--- config.mk ---
export PLATFORM = sky130hd
export DESIGN_NAME = simon_host_driver_flat
export DESIGN_NICKNAME = d
export VERILOG_FILES = /design/src/rtl/simon_host_driver_if.sv /design/src/rtl/simon_host_driver.sv /design/src/flat_wrapper.sv
export SDC_FILE = /design/constraint.sdc
export NUM_CORES = 1
export LEC_CHECK = 0
export ABC_CLOCK_PERIOD_IN_PS = 23900
export CAP_MARGIN = 0
export CORE_ASPECT_RATIO = 0.75
export CORE_MARGIN = 10
export CORE_UTILIZATION = 29
export DETAILED_ROUTE_END_ITERATION = 7
export SYNTH_ARGS = -nofsm -noshare
export SYNTH_HDL_FRONTEND = slang
export SYNTH_SLANG_ARGS = --single-unit
--- constraint.sdc ---
create_clock -name clk -period 23.9 [get_ports clk]
set_clock_uncertainty 0.1 [all_clocks]
set_input_delay 7.17 -clock clk [delete_from_list [all_inputs] [get_ports clk]]
set_output_delay 7.17 -clock clk [all_outputs]
set_load 0.02 [all_outputs]
--- src/rtl/simon_host_driver_if.sv ---
// Host-side word stream of the SIMON driver: input words with group tags,
// the result word stream and the error pulse.
interface simon_host_driver_if #(
  parameter int W = 32
);
  logic [W-1:0] in_word;
  logic         in_valid;
  logic         in_key;
  logic         in_dec;
  logic         in_ready;
  logic [W-1:0] out_word;
  logic         out_valid;
  logic         out_ready;
  logic         err;

  modport master (
    output in_word, in_valid, in_key, in_dec, out_ready,
    input  in_ready, out_word, out_valid, err
  );

  modport slave (
    input  in_word, in_valid, in_key, in_dec, out_ready,
    output in_ready, out_word, out_valid, err
  );
endinterface

--- src/rtl/simon_host_driver.sv ---
// Assembles host words into SIMON key / plaintext blocks, sequences the core
// handshake and streams the cipher block back to the host, LS word first.
//
// state     | meaning
// ----------+-------------------------------------------------
// IDLE      | waiting for the first word of a group
// COLLECT   | accepting the remaining words of a group
// KEY_REQ   | newKey high, waiting for ldKey
// KEY_WAIT  | core expanding key, waiting for doneKey
// DATA_REQ  | newData high, waiting for ldData
// DATA_WAIT | core running, waiting for doneData
// READ      | capture cipher, readData pulse
// EMIT      | presenting buffered result words to the host
module simon_host_driver #(
  parameter int N = 64,
  parameter int M = 2,
  parameter int W = 32
) (
  input  logic                 clk,
  input  logic                 R,
  simon_host_driver_if.slave   host,
  output logic                 newData,
  output logic                 newKey,
  output logic                 enc_dec,
  output logic                 readData,
  output logic [2*N-1:0]       plain,
  output logic [M*N-1:0]       key,
  input  logic                 ldData,
  input  logic                 ldKey,
  input  logic                 doneData,
  input  logic                 doneKey,
  input  logic [2*N-1:0]       cipher
);

  localparam int BW   = 2 * N;
  localparam int KB   = M * N;
  localparam int KW   = KB / W;
  localparam int DW   = BW / W;
  localparam int GMAX = (KW > DW) ? KW : DW;
  localparam int CW   = $clog2(GMAX + 1);

  typedef enum logic [2:0] {
    IDLE, COLLECT, KEY_REQ, KEY_WAIT, DATA_REQ, DATA_WAIT, READ, EMIT
  } state_t;

  state_t          state, state_nx;
  logic [CW-1:0]   cnt;
  logic            grp_key;
  logic            key_valid;
  logic            err_q;
  logic [BW-1:0]   obuf;
  logic [BW-1:0]   plain_shift;
  logic [KB-1:0]   key_shift;
  logic            accept, take, give;
  logic            key_now, last_in, last_out;

  // Group type is taken from in_key on the first word only, then latched.
  assign accept   = !R && (state == IDLE || state == COLLECT);
  assign take     = host.in_valid && accept;
  assign give     = host.out_ready && (state == EMIT);
  assign key_now  = (state == IDLE) ? host.in_key : grp_key;
  assign last_in  = key_now ? (cnt == CW'(KW - 1)) : (cnt == CW'(DW - 1));
  assign last_out = (cnt == CW'(DW - 1));

  assign host.in_ready  = accept;
  assign host.out_valid = (state == EMIT);
  assign host.out_word  = (state == EMIT) ? obuf[W-1:0] : '0;
  assign host.err       = err_q;

  // New words enter at the top so the first word ends up least significant.
  always_comb begin
    key_shift              = key >> W;
    key_shift[KB-1 -: W]   = host.in_word;
    plain_shift            = plain >> W;
    plain_shift[BW-1 -: W] = host.in_word;
  end

  always_ff @(posedge clk or posedge R) begin
    if (R) state <= IDLE;
    else   state <= state_nx;
  end

  always_comb begin
    state_nx = state;
    newKey   = 1'b0;
    newData  = 1'b0;
    readData = 1'b0;
    unique case (state)
      IDLE, COLLECT: begin
        if (take) begin
          if (!last_in)       state_nx = COLLECT;
          else if (key_now)   state_nx = KEY_REQ;
          else if (key_valid) state_nx = DATA_REQ;
          else                state_nx = IDLE;
        end
      end
      KEY_REQ: begin
        newKey = 1'b1;
        if (ldKey) state_nx = KEY_WAIT;
      end
      KEY_WAIT:  if (doneKey) state_nx = IDLE;
      DATA_REQ: begin
        newData = 1'b1;
        if (ldData) state_nx = DATA_WAIT;
      end
      DATA_WAIT: if (doneData) state_nx = READ;
      READ: begin
        readData = 1'b1;
        state_nx = EMIT;
      end
      EMIT:      if (give && last_out) state_nx = IDLE;
      default:   state_nx = IDLE;
    endcase
  end

  always_ff @(posedge clk or posedge R) begin
    if (R) begin
      cnt       <= '0;
      grp_key   <= 1'b0;
      enc_dec   <= 1'b0;
      key_valid <= 1'b0;
      err_q     <= 1'b0;
      plain     <= '0;
      key       <= '0;
      obuf      <= '0;
    end else begin
      err_q <= 1'b0;
      if (take) begin
        if (state == IDLE) begin
          grp_key <= host.in_key;
          enc_dec <= host.in_dec;
        end
        if (key_now) key   <= key_shift;
        else         plain <= plain_shift;
        cnt <= last_in ? '0 : cnt + CW'(1);
        if (last_in && key_now)                err_q     <= 1'b0;
        if (last_in && key_now)                key_valid <= 1'b0;
        if (last_in && !key_now && !key_valid) err_q     <= 1'b1;
      end
      if (state == KEY_WAIT && doneKey) key_valid <= 1'b1;
      if (state == READ) obuf <= cipher;
      if (give) begin
        obuf <= obuf >> W;
        cnt  <= last_out ? '0 : cnt + CW'(1);
      end
    end
  end

endmodule

--- src/flat_wrapper.sv ---
// flat-port wrapper written by rule: the top's interface ports become plain ports
module simon_host_driver_flat 
#(
  parameter int N = 64,
  parameter int M = 2,
  parameter int W = 32
)
  (clk, R, newData, newKey, enc_dec, readData, plain, key, ldData, ldKey, doneData, doneKey, cipher, host_in_word, host_in_valid, host_in_key, host_in_dec, host_out_ready, host_in_ready, host_out_word, host_out_valid, host_err);
  simon_host_driver_if #(.W(W)) host_i ();
  input  logic clk;
  input  logic R;
  output logic newData;
  output logic newKey;
  output logic enc_dec;
  output logic readData;
  output logic [2*N-1:0] plain;
  output logic [M*N-1:0] key;
  input  logic ldData;
  input  logic ldKey;
  input  logic doneData;
  input  logic doneKey;
  input  logic [2*N-1:0] cipher;
  input wire logic [$bits(host_i.in_word)-1:0] host_in_word;
  input wire logic [$bits(host_i.in_valid)-1:0] host_in_valid;
  input wire logic [$bits(host_i.in_key)-1:0] host_in_key;
  input wire logic [$bits(host_i.in_dec)-1:0] host_in_dec;
  input wire logic [$bits(host_i.out_ready)-1:0] host_out_ready;
  output wire logic [$bits(host_i.in_ready)-1:0] host_in_ready;
  output wire logic [$bits(host_i.out_word)-1:0] host_out_word;
  output wire logic [$bits(host_i.out_valid)-1:0] host_out_valid;
  output wire logic [$bits(host_i.err)-1:0] host_err;
  assign host_i.in_word = host_in_word;
  assign host_i.in_valid = host_in_valid;
  assign host_i.in_key = host_in_key;
  assign host_i.in_dec = host_in_dec;
  assign host_i.out_ready = host_out_ready;
  assign host_in_ready = host_i.in_ready;
  assign host_out_word = host_i.out_word;
  assign host_out_valid = host_i.out_valid;
  assign host_err = host_i.err;
  simon_host_driver #(.N(N), .M(M), .W(W)) u_core (.clk(clk), .R(R), .host(host_i), .newData(newData), .newKey(newKey), .enc_dec(enc_dec), .readData(readData), .plain(plain), .key(key), .ldData(ldData), .ldKey(ldKey), .doneData(doneData), .doneKey(doneKey), .cipher(cipher));
endmodule
==> results of run 1 <==
final timing paths:
| check | to | start | slack, ps |
|---|---|---|---|
| setup reg to reg | u_core.key[39] | u_core.state[1] | 20150 |
| setup / recovery | host_in_ready | R | 8050 |
| hold / removal | u_core.host.err | u_core.key_valid | 360 |
| min in group asynchronous | u_core.enc_dec | R | 7190 |
| hold reg to reg | u_core.host.err | u_core.key_valid | 360 |
| max in group asynchronous | u_core.plain[5] | R | 14220 |
layer usage:
layer  GRT usage [%]  up-vias  routed length (um)  share of wire [%]
met1           18.81     5677               21310                 41
li1                -     5038                   -                  -
met5               0        -                   0                  0
met4           5.097        0                1276                2.4
met3           4.252       68                3153                6.0
met2           26.06      266               26580                 51
Yosys cell counts (4+ instances only):
library cell               number
sky130_fd_sc_hd__a21oi_1       33
sky130_fd_sc_hd__a22oi_1       96
sky130_fd_sc_hd__and2_1        33
sky130_fd_sc_hd__buf_1          4
sky130_fd_sc_hd__buf_12        11
sky130_fd_sc_hd__buf_2         22
sky130_fd_sc_hd__buf_6         16
sky130_fd_sc_hd__clkbuf_1      23
sky130_fd_sc_hd__dfrtp_1      394
sky130_fd_sc_hd__mux2_2       160
sky130_fd_sc_hd__mux2_4        98
sky130_fd_sc_hd__nand2_1      259
sky130_fd_sc_hd__nor2_1         6
sky130_fd_sc_hd__o21ai_0        4
cell type report:
| type | instances | area, um^2 | area share, % |
|---|---|---|---|
| diodes | 6 | 15.01 | 0.06629 |
| well taps | 722 | 903.4 | 3.989 |
| flip-flops and latches | 394 | 9859 | 43.53 |
| clock buffers | 62 | 1247 | 5.508 |
| multi-input cells | 722 | 5669 | 25.03 |
| inverters | 3 | 20.02 | 0.08839 |
| clock inverters | 17 | 180.2 | 0.7955 |
| repair buffers | 477 | 4755 | 20.99 |
sequential cells by signal (all words and copies together), names as in the netlist:
signal / cells
u_core.grp_key: 1
u_core.key: 128
u_core.cnt: 3
u_core.plain: 128
u_core.state: 3
u_core.obuf: 128
u_core.enc_dec: 1
u_core.key_valid: 1
u_core.host.err: 1
cells in the final DEF, fill, tap and decap left out, drive strengths merged:
master	Yosys	final
and4	1	1
nor3b	1	1
o31ai	3	3
and3	1	1
nand2b	4	4
a22oi	96	96
clkinvlp	0	3
inv	3	5
mux2i	2	2
buf	54	13
ha	1	1
nand2	259	259
bufinv	0	2
diode	0	6
a31oi	1	1
nand3b	2	2
dfrtp	394	394
o21a	1	1
or2	2	2
o21ai	4	4
mux2	259	259
nor3	2	2
o22ai	2	2
clkdlybuf4s50	0	464
nor2	8	8
a32o	1	1
nor4b	1	1
clkbuf	23	62
a21oi	33	33
a21o	1	1
o21ba	1	1
and2	33	33
nor2b	2	2
clkinv	0	10
nand3	1	1
power by group:
part | switching [mW] | internal (mW)
clock network | 0.282 | 0.388
registers | 0.227 | 0.973
logic | 0.651 | 0.678
cell families (layout without fill, tap and decap cells):
| logic type | count (synthesis) | after routing |
|---|---|---|
| flip-flops | 394 | 394 |
| AND/OR/NAND/NOR | 317 | 317 |
| multiplexers | 261 | 261 |
| AO/OA/AOI/OAI | 143 | 143 |
| buffers and inverters | 80 | 559 |
| adder cells (fa/ha/maj) | 1 | 1 |
| other | 0 | 6 |
per-stage QoR:
stage                     area [um^2]  setup slack (ps)  power (mW)  hold slack [ps]  cells
after floorplan                 16140              5676       1.892            334.8   1196
after global placement          21210              8031       2.530            350.0   2318
after detailed placement        21210              8040       2.556            355.1   2318
after CTS                       22630              8028       3.251            366.1   2397
after global routing            22650              7974       3.381            385.6   2403
final                           22650              8053       3.200            359.3   2403
==> run summary, run 1 <==
Stage delay of the slowest cell on the critical path: 630 ps
Critical path buffer and inverter count: 2
Area contributors post-synth: sky130_fd_sc_hd__dfrtp_1 61%, sky130_fd_sc_hd__mux2_2 11%, sky130_fd_sc_hd__mux2_4 9.1%
Area Growth Syn to Fin: 40.29%
Die footprint: 65,610 um^2
Vias in the first global route: 11,507
Number of setup buffers added after CTS: 0
Setup Total Neg Slack: 0 ps
Simple-gate share of the synthesized area: 8.393%
Max-cap check violation count: 0
H-tree depth: 2
Hold Path Cell Cnt: 1
Clock latency reported for the late side of the worst-skew pair: 570 ps
Synthesized area per cell: 13.50 um^2
Number of slew-limit violations in the final report: 0
Clock tree root driver cell: sky130_fd_sc_hd__clkbuf_16
CTS clock-pin slew for the worst setup and hold paths: 50 ps
Main flop type after synthesis: sky130_fd_sc_hd__dfrtp_1
Slew @ Worst Pin: 940.9 ps
Post-Route WL: 52,330 um
Share of async-settable or async-resettable flops after synthesis: 100.0%
Element type at the critical path end: output port
Distinct cells, synth: 40
Number of buffers inserted by hold repair at cts: 0
Core region area: 54,810 um^2
Power per Cell Area: 141.3 nW/um^2
Worst hold-check path type: flip-flop to flip-flop
Max Fclk: 63.11 MHz
Peak ir drop on the vdd network: 0.00006865 V
Proportion of synthesized area in mux cells: 20.47%
Seq/Total Area, Yosys: 61.07%
Time the final worst path needs with I/O delays and setup: 15,850 ps
Boundary Pins: 465
Synth Net Count: 1,367
Cell type group with the largest total delay on the critical path: buffers and inverters
Number of fill cells in the layout: 5,158
Routability cong.: 0.8086
Mapped cell area: 16,140 um^2
Detailed placer's ending HPWL: 38,010 um
TritonCTS clock tree: built
Number of flops mapped to enable cells by yosys: 0
Synthesized flop and latch total: 394
Proportion of netlist area held by the largest area contributor: 61.07%
Initial antenna violation count: 6
Number of nets in the final layout: 1,812
Share of the cycle needed by the critical path after routing: 66.30%
Floorplan die height: 224.3 um
Wire length of the first global-routing pass: 77,380 um
Residual antenna-violating net count after detailed routing: 0
Adder and majority gate portion of the synthesized area: 0.07750%
Via count: 11,049
Maximum count of clock buffers along a single path: 3
RSZ-0062 raised after global routing: false
Synthesized instance count: 1,196
Iteration count of the initial detailed-routing pass: 5
Total gr overflow: 0
Reg2Reg Depth: 6
Hold violation total from the final report: 0
Die Span X: 292.4 um
Result of the run: finished, final reports clean
Maximum number of pins on one net before global-route repair: 151
Startpoint Class: input pin
Via/cell ratio: 4.598
DRC violation total after the first TritonRoute iteration: 642
Fraction of the mapped netlist area in compound gates: 6.084%
YS warnings: 0
Quantity of gates resized following cts: 0
Global-route total usage across every layer: 15.41%
Post-detailed-route DRC marker count: 0
Num Clock Sinks: 394
Type of the worst setup path: input pin to output port
Largest area contributor in the synthesized netlist: sky130_fd_sc_hd__dfrtp_1
Number of rows in the core area: 74
Maximum fanout along the worst path: 4
Final setup violation count: 0
Critical path, cell by cell: clkdlybuf4s50_1 -> nor2_1 -> clkdlybuf4s50_1
Utilization after layout: 41.32%
IO Port Bufs: 464
Cell at the slowest stage of the critical path: sky130_fd_sc_hd__clkdlybuf4s50_1
Critical path arrival: 8580 ps
Starting density of the core: 29.45%
Crit path top cell by count: sky130_fd_sc_hd__clkdlybuf4s50_1
TritonCTS buffer count: 43
Dominant combinational cell family by area after synthesis: multiplexers
Data required time of the critical path: 16,630 ps
WL per Instance: 21.77 um
Layout cell share with drive strength beyond 1: 21.01%
Remaining max-slew budget at the tightest pin: 37.27%
Leak pwr: 10.27 nW
Post-synthesis xor/xnor area fraction: 0%
Critical path depth in cells: 3
Power figures use the tool's default switching activity.
==> run 2, diff against run 1 <==
--- a/config.mk
+++ b/config.mk
@@ -5,7 +5,7 @@
 export SDC_FILE = /design/constraint.sdc
 export NUM_CORES = 1
 export LEC_CHECK = 0
-export ABC_CLOCK_PERIOD_IN_PS = 23900
+export ABC_CLOCK_PERIOD_IN_PS = 15400
 export CAP_MARGIN = 0
 export CORE_ASPECT_RATIO = 0.75
 export CORE_MARGIN = 10
==> constraint.sdc (replaced) <==
create_clock -name clk -period 15.4 [get_ports clk]
set_clock_uncertainty 0.1 [all_clocks]
set_input_delay 4.62 -clock clk [delete_from_list [all_inputs] [get_ports clk]]
set_output_delay 4.62 -clock clk [all_outputs]
set_load 0.02 [all_outputs]
==> run 2 against run 1 <==
Effect of this change:
- worst hold slack improved by 8.1 ps
- global-route usage about the same
- sequential cell count unchanged
- register-to-register slack got worse by 8500 ps
- sequential power increased by 55%
- combinational power increased by 55%
- critical path type unchanged
- highest routed layer is now met5
==> run summary, run 2 (same netlist as run 1, synthesis figures left out) <==
Peak ir drop on the vdd network: 0.0001119 V (was 0.00006865 V)
Detailed placer's ending HPWL: 38,140 um (was 38,010 um)
Startpoint of the most critical hold path: u_core.obuf[3] (was u_core.key_valid)
Floorplan die height: 224.3 um (unchanged)
Area Growth Syn to Fin: 39.99% (was 40.29%)
Via count: 10,867 (was 11,049)
Core region area: 54,810 um^2 (unchanged)
Total placed cells including tap cells: 2,318 (unchanged)
Via/cell ratio: 4.537 (was 4.598)
Reg2reg start: u_core.state[1] (unchanged)
Number of rows in the core area: 74 (unchanged)
Die Span X: 292.4 um (unchanged)
Initial antenna violation count: 7 (was 6)
Hold violation total from the final report: 0 (unchanged)
Max Fclk: 93.75 MHz
Registers with the most flip-flops: u_core.key: 128 flops, u_core.obuf: 128 flops, u_core.plain: 128 flops (unchanged)
TritonCTS clock tree: built (unchanged)
Data required time of the critical path: 10,680 ps (was 16,630 ps)
Worst-case hold path end point: u_core.obuf[3] (was u_core.host.err)
Commonest non-fill, non-tap cells in the layout: 464 x sky130_fd_sc_hd__clkdlybuf4s50_1, 394 x sky130_fd_sc_hd__dfrtp_1, 258 x sky130_fd_sc_hd__nand2_1 (unchanged)
Global-route total usage across every layer: 15.38% (was 15.41%)
Max-cap check violation count: 0 (unchanged)
Startpoint Class: input pin (unchanged)
DRC violation total after the first TritonRoute iteration: 750 (was 642)
Worst hold-check path type: flip-flop to flip-flop (unchanged)
Boundary Pins: 465 (unchanged)
Clock tree root driver cell: sky130_fd_sc_hd__clkbuf_16 (unchanged)
Reg2Reg Depth: 6 (unchanged)
Endpoint of the lowest-slack register-to-register path: u_core.key[8] (was u_core.key[39])
Number of nets in the final layout: 1,812 (unchanged)
Time the final worst path needs with I/O delays and setup: 10,670 ps
Die footprint: 65,610 um^2 (unchanged)
Slew @ Worst Pin: 1053 ps (was 940.9 ps)
Wire length of the first global-routing pass: 77,110 um (was 77,380 um)
TritonCTS buffer count: 43 (unchanged)
Element type at the critical path end: output port (unchanged)
CTS clock-pin slew for the worst setup and hold paths: 50 ps (about the same)
Hold Path Cell Cnt: 2 (was 1)
Routability cong.: 0.7982 (was 0.8086)
Maximum number of pins on one net before global-route repair: 175 (was 151)
Number of fill cells in the layout: 5,142 (was 5,158)
Critical path arrival: 5950 ps (was 8580 ps)
Type of the worst setup path: input pin to output port (unchanged)
Post-detailed-route DRC marker count: 0 (unchanged)
Iteration count of the initial detailed-routing pass: 7 (was 5)
Clock latency reported for the late side of the worst-skew pair: 560 ps (was 570 ps)
Post-Route WL: 51,970 um (was 52,330 um)
Setup Total Neg Slack: 0 ps (unchanged)
Quantity of gates resized following cts: 0 (unchanged)
Share of the cycle needed by the critical path after routing: 69.26%
Number of slew-limit violations in the final report: 0 (unchanged)
Power per Cell Area: 218.5 nW/um^2 (was 141.3 nW/um^2)
Fin cells: 2,395 (was 2,403)
Total gr overflow: 0 (unchanged)
WL per Instance: 21.70 um (was 21.77 um)
Number of setup buffers added after CTS: 0 (unchanged)
Starting density of the core: 29.45% (unchanged)
Residual antenna-violating net count after detailed routing: 0 (unchanged)
Remaining max-slew budget at the tightest pin: 29.79% (was 37.27%)
H-tree depth: 2 (unchanged)
Result of the run: finished, final reports clean (unchanged)
IO Port Bufs: 464 (unchanged)
Vias in the first global route: 11,588 (was 11,507)
Final setup violation count: 0 (unchanged)
Leak pwr: 10.24 nW (was 10.27 nW)
Commonest non-fill, non-tap cell in the layout: sky130_fd_sc_hd__clkdlybuf4s50_1 (unchanged)
Multi-input logic area: 5669 um^2 (unchanged)
Maximum count of clock buffers along a single path: 3 (unchanged)
RSZ-0062 raised after global routing: false (unchanged)
Maximum fanout along the worst path: 4 (unchanged)
Layout cell share with drive strength beyond 1: 20.76% (was 21.01%)
Register-to-register setup slack: 11,670 ps (was 20,150 ps)
Number of buffers inserted by hold repair at cts: 0 (unchanged)
Num Clock Sinks: 394 (unchanged)
Sequential standard cell area: 9859 um^2 (unchanged)
run 2: routing by layer:
metal / global-route usage, % / wire (um) / up-vias
li1: - / - / 5025
met1: 18.24 / 20840 / 5535
met2: 26.53 / 26670 / 233
met3: 4.478 / 3138 / 72
met4: 4.964 / 1308 / 2
met5: 0 / 13 / -
run 2: through the flow:
stage          power, mW  cell area (um^2)  setup slack, ps  util, %  hold slack (ps)
2_1_floorplan      2.937             16150             5378        -            334.8
3_3_place_gp       3.923             21200             4679    38.68            349.3
3_5_place_dp       3.968             21200             4721    38.68            355.1
4_1_cts            5.021             22590             4708    41.20            369.3
5_1_grt            5.224             22600             4651    41.23            388.7
6_report           4.938             22600             4734    41.23            367.4
run 2: worst max-delay path by stage:
stage          startpoint       endpoint  cells after the start
6_report                R  host_in_ready                      3
3_5_place_dp            R  host_in_ready                      3
3_3_place_gp            R  host_in_ready                      3
5_1_grt                 R  host_in_ready                      3
4_1_cts                 R  host_in_ready                      3
2_1_floorplan           R  u_core.cnt[0]                      1
run 2: area by class of cell:
cell class | instances | share of cell area, %
Antenna cell | 6 | 0.06643
Tap cell | 722 | 3.997
Timing Repair Buffer | 477 | 21.04
Clock buffer | 63 | 5.719
Clock inverter | 8 | 0.3986
Multi-Input combinational cell | 722 | 25.08
Inverter | 3 | 0.07197
Sequential cell | 394 | 43.63
run 2: power breakdown:
group	leakage [nW]	internal, mW	switching [mW]
clock network	0.679	0.597	0.417
registers	4.93	1.51	0.351
logic	4.63	1.05	1.01
run 2: worst max-delay path, cell delays in order:
cell	delay, ps
sky130_fd_sc_hd__clkdlybuf4s50_1	530
sky130_fd_sc_hd__nor2_1	170
sky130_fd_sc_hd__clkdlybuf4s50_1	620
==> run 3, diff against run 2 <==
--- a/config.mk
+++ b/config.mk
@@ -5,7 +5,7 @@
 export SDC_FILE = /design/constraint.sdc
 export NUM_CORES = 1
 export LEC_CHECK = 0
-export ABC_CLOCK_PERIOD_IN_PS = 15400
+export ABC_CLOCK_PERIOD_IN_PS = 9000
 export CAP_MARGIN = 0
 export CORE_ASPECT_RATIO = 0.75
 export CORE_MARGIN = 10
==> constraint.sdc (replaced) <==
create_clock -name clk -period 9 [get_ports clk]
set_clock_uncertainty 0.1 [all_clocks]
set_input_delay 2.7 -clock clk [delete_from_list [all_inputs] [get_ports clk]]
set_output_delay 2.7 -clock clk [all_outputs]
set_load 0.02 [all_outputs]
==> run 3 against run 2 <==
Effect of this change:
- critical path depth did not move
- power is 70% higher
- final cell count increased by 0.21%
- sequential power up 72%
- critical path type unchanged
- register-to-register slack worse by 6300 ps
- sequential share of layout area about the same
==> run summary, run 3 (same netlist as run 1, synthesis figures left out) <==
Share of the cycle needed by the critical path after routing: 75.58%
Endpoint of the lowest-slack register-to-register path: u_core.obuf[76] (was u_core.key[8])
Clock tree root driver cell: sky130_fd_sc_hd__clkbuf_16 (unchanged)
Type of the worst setup path: input pin to output port (unchanged)
Routability cong.: 0.8340 (was 0.7982)
Data required time of the critical path: 6200 ps (was 10,680 ps)
Cell at the slowest stage of the critical path: sky130_fd_sc_hd__clkdlybuf4s50_1 (unchanged)
Max-cap check violation count: 0 (unchanged)
Commonest non-fill, non-tap cell in the layout: sky130_fd_sc_hd__clkdlybuf4s50_1 (unchanged)
H-tree depth: 2 (unchanged)
Startpoint Class: input pin (unchanged)
WL per Instance: 21.82 um (was 21.70 um)
Final standard cell area without fillers: 22,580 um^2 (was 22,600 um^2)
TritonCTS buffer count: 42 (was 43)
Remaining max-slew budget at the tightest pin: 23.66% (was 29.79%)
Via count: 11,083 (was 10,867)
Via/cell ratio: 4.618 (was 4.537)
IO Port Bufs: 464 (unchanged)
Placed instance area: 21,230 um^2 (was 21,200 um^2)
Stage delay of the slowest cell on the critical path: 630 ps (was 620 ps)
Number of fill cells in the layout: 5,155 (was 5,142)
Detailed placer's ending HPWL: 37,820 um (was 38,140 um)
Result of the run: finished, final reports clean (unchanged)
Final setup violation count: 0 (unchanged)
Maximum count of clock buffers along a single path: 3 (unchanged)
Element type at the critical path end: output port (unchanged)
Time the final worst path needs with I/O delays and setup: 6802 ps
Boundary Pins: 465 (unchanged)
Crit path top cell by count: sky130_fd_sc_hd__clkdlybuf4s50_1 (unchanged)
Worst-case hold path end point: u_core.obuf[5] (was u_core.obuf[3])
Number of buffers inserted by hold repair at cts: 0 (unchanged)
Peak ir drop on the vdd network: 0.0001974 V (was 0.0001119 V)
Initial antenna violation count: 8 (was 7)
Layout cell share with drive strength beyond 1: 20.71% (was 20.76%)
CTS clock-pin slew for the worst setup and hold paths: 60 ps (was 50 ps)
TritonCTS clock tree: built (unchanged)
Maximum number of pins on one net before global-route repair: 162 (was 175)
Power per Cell Area: 372.8 nW/um^2 (was 218.5 nW/um^2)
Slew @ Worst Pin: 1145 ps (was 1053 ps)
Critical path arrival: 4000 ps (was 5950 ps)
Quantity of gates resized following cts: 0 (unchanged)
Number of setup buffers added after CTS: 0 (unchanged)
Hold Path Cell Cnt: 2 (unchanged)
Num Clock Sinks: 394 (unchanged)
Iteration count of the initial detailed-routing pass: 5 (was 7)
Cell type group with the largest total delay on the critical path: buffers and inverters (unchanged)
Total gr overflow: 0 (unchanged)
RSZ-0062 raised after global routing: false (unchanged)
Number of nets in the final layout: 1,811 (was 1,812)
Reg2reg start: u_core.state[0] (was u_core.state[1])
Post-Route WL: 52,370 um (was 51,970 um)
Critical path buffer and inverter count: 2 (unchanged)
Die Span X: 292.4 um (unchanged)
Vias in the first global route: 11,601 (was 11,588)
Worst hold-check path type: flip-flop to flip-flop (unchanged)
Clock latency reported for the late side of the worst-skew pair: 550 ps (was 560 ps)
Number of rows in the core area: 74 (unchanged)
Leak pwr: 10.23 nW (was 10.24 nW)
Register-to-register setup slack: 5410 ps (was 11,670 ps)
Global-route total usage across every layer: 15.47% (was 15.38%)
Startpoint of the most critical hold path: u_core.obuf[5] (was u_core.obuf[3])
Reg2Reg Depth: 6 (unchanged)
Worst setup path startpoint: R (unchanged)
Core region area: 54,810 um^2 (unchanged)
Commonest non-fill, non-tap cells in the layout: 464 x sky130_fd_sc_hd__clkdlybuf4s50_1, 394 x sky130_fd_sc_hd__dfrtp_1, 258 x sky130_fd_sc_hd__nand2_1 (unchanged)
Number of slew-limit violations in the final report: 0 (unchanged)
DRC violation total after the first TritonRoute iteration: 799 (was 750)
Die footprint: 65,610 um^2 (unchanged)
Registers with the most flip-flops: u_core.key: 128 flops, u_core.obuf: 128 flops, u_core.plain: 128 flops (unchanged)
Maximum fanout along the worst path: 4 (unchanged)
Floorplan die height: 224.3 um (unchanged)
Residual antenna-violating net count after detailed routing: 0 (unchanged)
Critical path, cell by cell: clkdlybuf4s50_1 -> nor2_1 -> clkdlybuf4s50_1 (unchanged)
Hold violation total from the final report: 0 (unchanged)
Wire length of the first global-routing pass: 77,670 um (was 77,110 um)
Setup Total Neg Slack: 0 ps (unchanged)
Max Fclk: 147.0 MHz
Starting density of the core: 29.45% (unchanged)
Area Growth Syn to Fin: 39.85% (was 39.99%)
Post-detailed-route DRC marker count: 0 (unchanged)
## run 3: cell types whose count changed in the layout (fill, tap and decap cells not counted), moves of 2 or more
cell / previous run / this run
sky130_fd_sc_hd__inv_6: 3 / 1
sky130_fd_sc_hd__clkinv_2: 3 / 8
sky130_fd_sc_hd__clkbuf_1: 7 / 11
sky130_fd_sc_hd__buf_12: 1 / 3
sky130_fd_sc_hd__buf_4: 12 / 10
sky130_fd_sc_hd__clkbuf_8: 12 / 9
## run 3: final cells by class
type | instances | area (um^2) | area share, %
clock inverters | 12 | 91.34 | 0.4045
flip-flops and latches | 394 | 9859 | 43.67
multi-input cells | 722 | 5669 | 25.11
repair buffers | 477 | 4780 | 21.17
diodes | 7 | 17.52 | 0.07758
clock buffers | 63 | 1241 | 5.497
well taps | 722 | 903.4 | 4.001
inverters | 3 | 16.27 | 0.07204
## run 3: worst reg2reg max path: stages (launching register included)
cell                       delay [ps]
sky130_fd_sc_hd__dfrtp_1          610
sky130_fd_sc_hd__nand3b_1         190
sky130_fd_sc_hd__buf_4            370
sky130_fd_sc_hd__clkinv_2         760
sky130_fd_sc_hd__buf_4            650
sky130_fd_sc_hd__a22oi_1          640
sky130_fd_sc_hd__nand2_1          110
## run 3: where the power goes
part           internal (mW)  switching [mW]
clock network          0.958           0.730
logic                   1.81            1.73
registers               2.58           0.608
total                   5.35            3.07
## run 3: worst max path at each step
| stage | slack, ps | end | cells past startpoint |
|---|---|---|---|
| after floorplan | 900 | u_core.cnt[0] | 1 |
| after global placement | 2170 | host_in_ready | 3 |
| after detailed placement | 2190 | host_in_ready | 3 |
| after CTS | 2180 | host_in_ready | 3 |
| after global routing | 2100 | host_in_ready | 3 |
| final | 2200 | host_in_ready | 3 |
## run 3: metrics by stage
stage	power, mW	worst slack (ps)	utilization [%]	cells	hold WS [ps]
2_1_floorplan	5.026	898.2	-	1196	334.8
3_3_place_gp	6.722	2170	38.73	2318	350.1
3_5_place_dp	6.800	2188	38.73	2318	354.4
4_1_cts	8.537	2176	41.16	2393	369.1
5_1_grt	8.887	2101	41.19	2399	384.3
6_report	8.418	2198	41.19	2400	363.7
## run 3: per-layer routing
layer  up-vias  routed length (um)  GRT usage (%)
met3        70                3349          4.311
met5         -                  12              0
met2       299               26450          26.10
met1      5696               21290          18.91
met4         2                1261          5.114
li1       5016                   -              -
